### config.mk
export PLATFORM = sky130hd
export DESIGN_NAME = pipe_ctrl
export DESIGN_NICKNAME = d
export VERILOG_FILES = /design/src/rtl/pipe_ctrl.sv
export SDC_FILE = /design/constraint.sdc
export NUM_CORES = 1
export LEC_CHECK = 0
export ABC_CLOCK_PERIOD_IN_PS = 1600
export CORE_UTILIZATION = 41
export CTS_BUF_LIST = sky130_fd_sc_hd__clkbuf_4
export CTS_CLUSTER_DIAMETER = 40
export DETAILED_ROUTE_END_ITERATION = 10
export PLACE_DENSITY_LB_ADDON = 0.08
export REMOVE_ABC_BUFFERS = 1
export SETUP_SLACK_MARGIN = 0.1
export SLEW_MARGIN = 20
export SYNTH_ARGS = -nofsm -noshare
export SYNTH_HDL_FRONTEND = slang
export SYNTH_SLANG_ARGS = --single-unit
### constraint.sdc
create_clock -name clk -period 1.6 [get_ports clk]
set_input_delay 0.48 -clock clk [delete_from_list [all_inputs] [get_ports clk]]
set_output_delay 0.48 -clock clk [all_outputs]
set_load 0.01 [all_outputs]
### src/rtl/pipe_ctrl.sv
`default_nettype none
// ============================================================================
// Module      : pipe_ctrl
// Description : Valid/allowin handshake control for a 5-stage in-order
//               pipeline with load-to-use stall, branch redirect and a
//               saturating stall-cycle counter.
// Revision    : 1.0 - initial release
// ============================================================================
module pipe_ctrl (
    input  logic        clk,
    input  logic        resetn,
    input  logic        in_valid,
    input  logic [4:0]  ready_go,
    input  logic        hazard_stall,
    input  logic        redirect,
    output logic [4:0]  stage_valid,
    output logic [4:0]  stage_allowin,
    output logic [4:0]  stage_en,
    output logic        in_allowin,
    output logic [15:0] stall_cnt
);

    localparam int          NUM_STAGES = 5;
    localparam logic [15:0] c_CNT_MAX  = 16'hFFFF;

    logic [4:0]  r_stage_valid;
    logic [15:0] r_stall_cnt;

    logic [4:0]  w_rg;
    logic [4:0]  w_fwd;
    logic [4:0]  w_src;
    logic [4:0]  w_allowin;
    logic        w_stall_inc;

    // Only ID sees the hazard; it holds its instruction in place.
    always_comb begin
        w_rg    = ready_go;
        w_rg[1] = ready_go[1] & ~hazard_stall;
        w_fwd   = r_stage_valid & w_rg;
    end

    // Allowin ripples from WB back toward IF; no path runs the other way.
    always_comb begin
        w_allowin    = '0;
        w_allowin[4] = ~r_stage_valid[4] | w_rg[4];
        for (int i = NUM_STAGES - 2; i >= 0; i--) begin
            w_allowin[i] = ~r_stage_valid[i] | (w_rg[i] & w_allowin[i+1]);
        end
    end

    // A taken branch in EX blocks both the new fetch and the ID->EX transfer.
    always_comb begin
        w_src    = '0;
        w_src[0] = in_valid & ~redirect;
        w_src[1] = w_fwd[0];
        w_src[2] = w_fwd[1] & ~redirect;
        w_src[3] = w_fwd[2];
        w_src[4] = w_fwd[3];
    end

    assign w_stall_inc = r_stage_valid[1] & hazard_stall & ~redirect;

    always_ff @(posedge clk) begin
        if (!resetn) begin
            r_stage_valid <= '0;
            r_stall_cnt   <= '0;
        end else begin
            for (int i = 0; i < NUM_STAGES; i++) begin
                if (w_allowin[i]) begin
                    r_stage_valid[i] <= w_src[i];
                end
            end
            if (redirect) begin
                r_stage_valid[0] <= 1'b0;
                r_stage_valid[1] <= 1'b0;
            end
            if (w_stall_inc && (r_stall_cnt != c_CNT_MAX)) begin
                r_stall_cnt <= r_stall_cnt + 16'd1;
            end
        end
    end

    assign stage_valid   = r_stage_valid;
    assign stage_allowin = w_allowin;
    assign stage_en      = w_allowin & w_src;
    assign in_allowin    = w_allowin[0] & ~redirect;
    assign stall_cnt     = r_stall_cnt;

endmodule
`default_nettype wire

==> metrics <==
Num CTS Buffers=3; initial antenna violation count=0; crit path launch type=register; critical setup path kind=reg2out; Core Area=2540 sq um; critical path depth=6; Synth area leaders=dfxtp_1 (37%), nand2_1 (6.2%), a21oi_1 (5.7%); met3 usage=roughly 5.3%; post-synthesis sequential area ratio=36.8%; Slew Viols, Final=0; Max Fclk=around 0.5 GHz; Mapped Cells=approximately 140; vias in the first global route=around 1.2k; P&R area growth vs syn=93.1%; Clk Tree Root Cell=clkbuf_4; H-tree depth=1; outcome=complete, but fails checks; clock buffer depth=2; FF-to-FF Start=stall_cnt[0]; setup ws final=-421 ps; Cells on Worst Hold Path=1; DR vias=between 1k and 1.5k; GRT Total Usage=around a quarter; clock period minus worst slack=approximately 2000 ps; routed vias/inst=approximately 5.8; global-route wire length before repair=around 5400 microns; placed insts=about 230; Post-Syn Area per Cell=about 8.4 sq um; Int Pwr=about 0.65 mW; # hold bufs at CTS=0; final setup fails=13; slowest cell on the critical path=dfxtp_2; Sw Pwr=~0.24 mW; placed cell areas=about 1700 sq um; worst-path fanout max=3; YS warnings=0; Clock Pin Slew Worst Setup and Hold Paths=approximately 140 ps; DR DRC count=0; share of post-route cells with drive strength above 1=a little over half; CTS tree=yes; I/O Pins=42; sequential power share=between 50 and 60%; Rows=18; Net Sw Frac=a little over a quarter; largest net degree at the start of global routing=19; gpl congestion=0.707; WL/cell=17.8 microns; RSZ-0062 raised after global routing=true; delay-heaviest family, CP=buffers and inverters; Worst-Margin Slew=roughly 460 ps; #FFs+latches synth=21; DR iter-0 viols=43; port bufs=between 40 and 50; commonest non-fill, non-tap cell in the layout=buf_4; grt total ovfl=0; power per cell area=roughly 400 nW/um^2; antenna-violating nets left=0; M2 GR Usage=between 40 and 50%; Clock Power Share=about a third; Final Skew=between 10 and 15 ps; commonest cells after routing, fill and taps aside=buf_4 (34), nand2_1 (18), dlygate4sd2_1 (16), buf_6 (16), buf_2 (12); drt total wl=between 4000 and 5000 microns; Reg2Reg Depth=7; most area-hungry cell type in the Yosys netlist=dfxtp_1; ant diodes=0; Detail Placement HPWL=between 2000 and 2500 microns; Reg2Reg Capture Point=stall_cnt[2]; Crit path largest cell delay=350 ps; Initial Util=roughly 45%; Rel. slew slack=around 69%; Comb power frac=a little over a tenth; crit path capture=stage_en[3]; worst vdd ir=0.589 mV; Worst Path Buf+Inv=3; drt first pass iters=4; Tightest Hold Check Type=reg2reg; post-route insts no fill=~250; Worst setup startpoint=stage_valid[4]; Most Crowded Layer GR=met2; WP data required=1120 ps; die height=approximately 55 microns; Data arrival, critical path=approximately 1500 ps; R2R Setup Slk=-20 ps; critical path's most frequent cell=buf_4; die area=about 3000 sq um; post-synth top area share=a little under two fifths; final net count=235; max cap viols=0; post-synthesis cell area=1140 sq um; cell area after layout=~2200 sq um; worst skew pair latency=between 300 and 400 ps; Final Cycle Share=126%; GRT met1 Usage=between 30 and 40%; failing checks=negative setup slack; Yosys cell types=36; Die X=between 50 and 60 microns; leakage=a little under 1 nW; Critical Path Sink Type=output pin; Clock Sinks=21; Hold Fails Final Rpt=0; crit path cell chain=nor2b_4 > buf_4 > o21ai_2 > buf_4 > nor2b_1 > buf_2
[worst register-to-register path: stages (launching register included)]
cell and delay (ps):
dfxtp_4 370, buf_6 110, ha_4 160, nand3_4 80
nor4b_4 330, buf_6 230, a21oi_4 90, mux2i_1 180
[through the flow]
| stage | setup slack (ps) | hold WS (ps) | utilization (%) | power (mW) | setup TNS, ps |
|---|---|---|---|---|---|
| after CTS | -437 | 465 | 80.1 | 0.873 | -2890 |
| after floorplan | -257 | 498 | - | 0.558 | -884 |
| after global placement | -1060 | 470 | 68.4 | 0.621 | -18310 |
| after global routing | -493 | 498 | 86.8 | 0.920 | -4620 |
| final | -421 | 485 | 86.8 | 0.888 | -3510 |
| after detailed placement | -1080 | 477 | 68.4 | 0.622 | -19430 |
[area by class of cell]
type / count / area [sq um]
Clock buffer: 3 / 22.5
Clock inverter: 1 / 5.00
Fill cell: 128 / 337
Inverter: 9 / 33.8
Multi-Input combinational cell: 102 / 920
Sequential cell: 21 / 469
Tap cell: 30 / 37.5
Timing Repair Buffer: 87 / 721
[layer usage]
| layer | up-vias | share of wire, % | routed length, microns |
|---|---|---|---|
| met3 | 12 | 4.5 | 203 |
| li1 | 676 | - | - |
| met4 | 0 | 2.4 | 110 |
| met1 | 714 | 41 | 1840 |
| met2 | 67 | 52 | 2340 |
| met5 | - | 0 | 0 |
[repair_timing]
item,in CTS,in global routing
pin swaps,16,22
buffers inserted,20,7
endpoints found under the setup margin,50,32
resized for setup,161,36
[power groups by stage]
| stage | clock (mW) | sequential, mW | combinational [mW] |
|---|---|---|---|
| floorplan | 0 | 0.538 | 0.0199 |
| global placement | 0 | 0.538 | 0.0831 |
| detailed placement | 0 | 0.538 | 0.0842 |
| CTS | 0.276 | 0.513 | 0.0850 |
| global route | 0.313 | 0.510 | 0.0979 |
| finish | 0.286 | 0.509 | 0.0929 |
[Yosys cell counts]
master / count
a211oi_1: 1
a21boi_0: 1
a21boi_2: 1
a21oi_1: 13
and3_1: 4
and3b_1: 1
and4_1: 1
buf_4: 2
clkbuf_1: 2
clkinv_1: 1
dfxtp_1: 21
ha_1: 1
inv_1: 8
mux2i_1: 6
nand2_1: 19
nand2b_1: 8
nand3_1: 5
nand4_1: 2
nand4_2: 1
nand4_4: 1
nor2_1: 3
nor2b_1: 4
nor3_1: 3
nor3b_1: 1
nor4_1: 1
nor4b_4: 1
o211ai_1: 1
o21a_1: 2
o21ai_0: 4
o2bb2ai_1: 1
o311ai_0: 4
o31a_1: 1
o31ai_1: 2
o41ai_1: 4
or3_1: 3
or4_1: 2
[worst min-delay path by stage]
stage,from,end,slack (ps)
2_1_floorplan,stall_cnt[15],stall_cnt[15],500
3_3_place_gp,stall_cnt[6],stall_cnt[6],470
3_5_place_dp,stall_cnt[6],stall_cnt[6],480
4_1_cts,stall_cnt[6],stall_cnt[6],470
5_1_grt,stall_cnt[8],stall_cnt[8],500
6_report,stall_cnt[8],stall_cnt[8],480
[flip-flops by register name (all words and copies together) (netlist names)]
| register | flops |
|---|---|
| stage_valid | 5 |
| stall_cnt | 16 |
[cell families (layout without fill, tap and decap cells)]
| kind of cell | Yosys count | after routing | synth area share (%) |
|---|---|---|---|
| multiplexers | 6 | 6 | 5.25 |
| buffers and inverters | 13 | 100 | 4.92 |
| adder cells (fa/ha/maj) | 1 | 1 | 1.09 |
| AO/OA/AOI/OAI | 35 | 35 | 20.7 |
| flip-flops | 21 | 21 | 36.8 |
| AND/OR/NAND/NOR | 60 | 60 | 31.3 |
(Power assumes the default switching activity.)
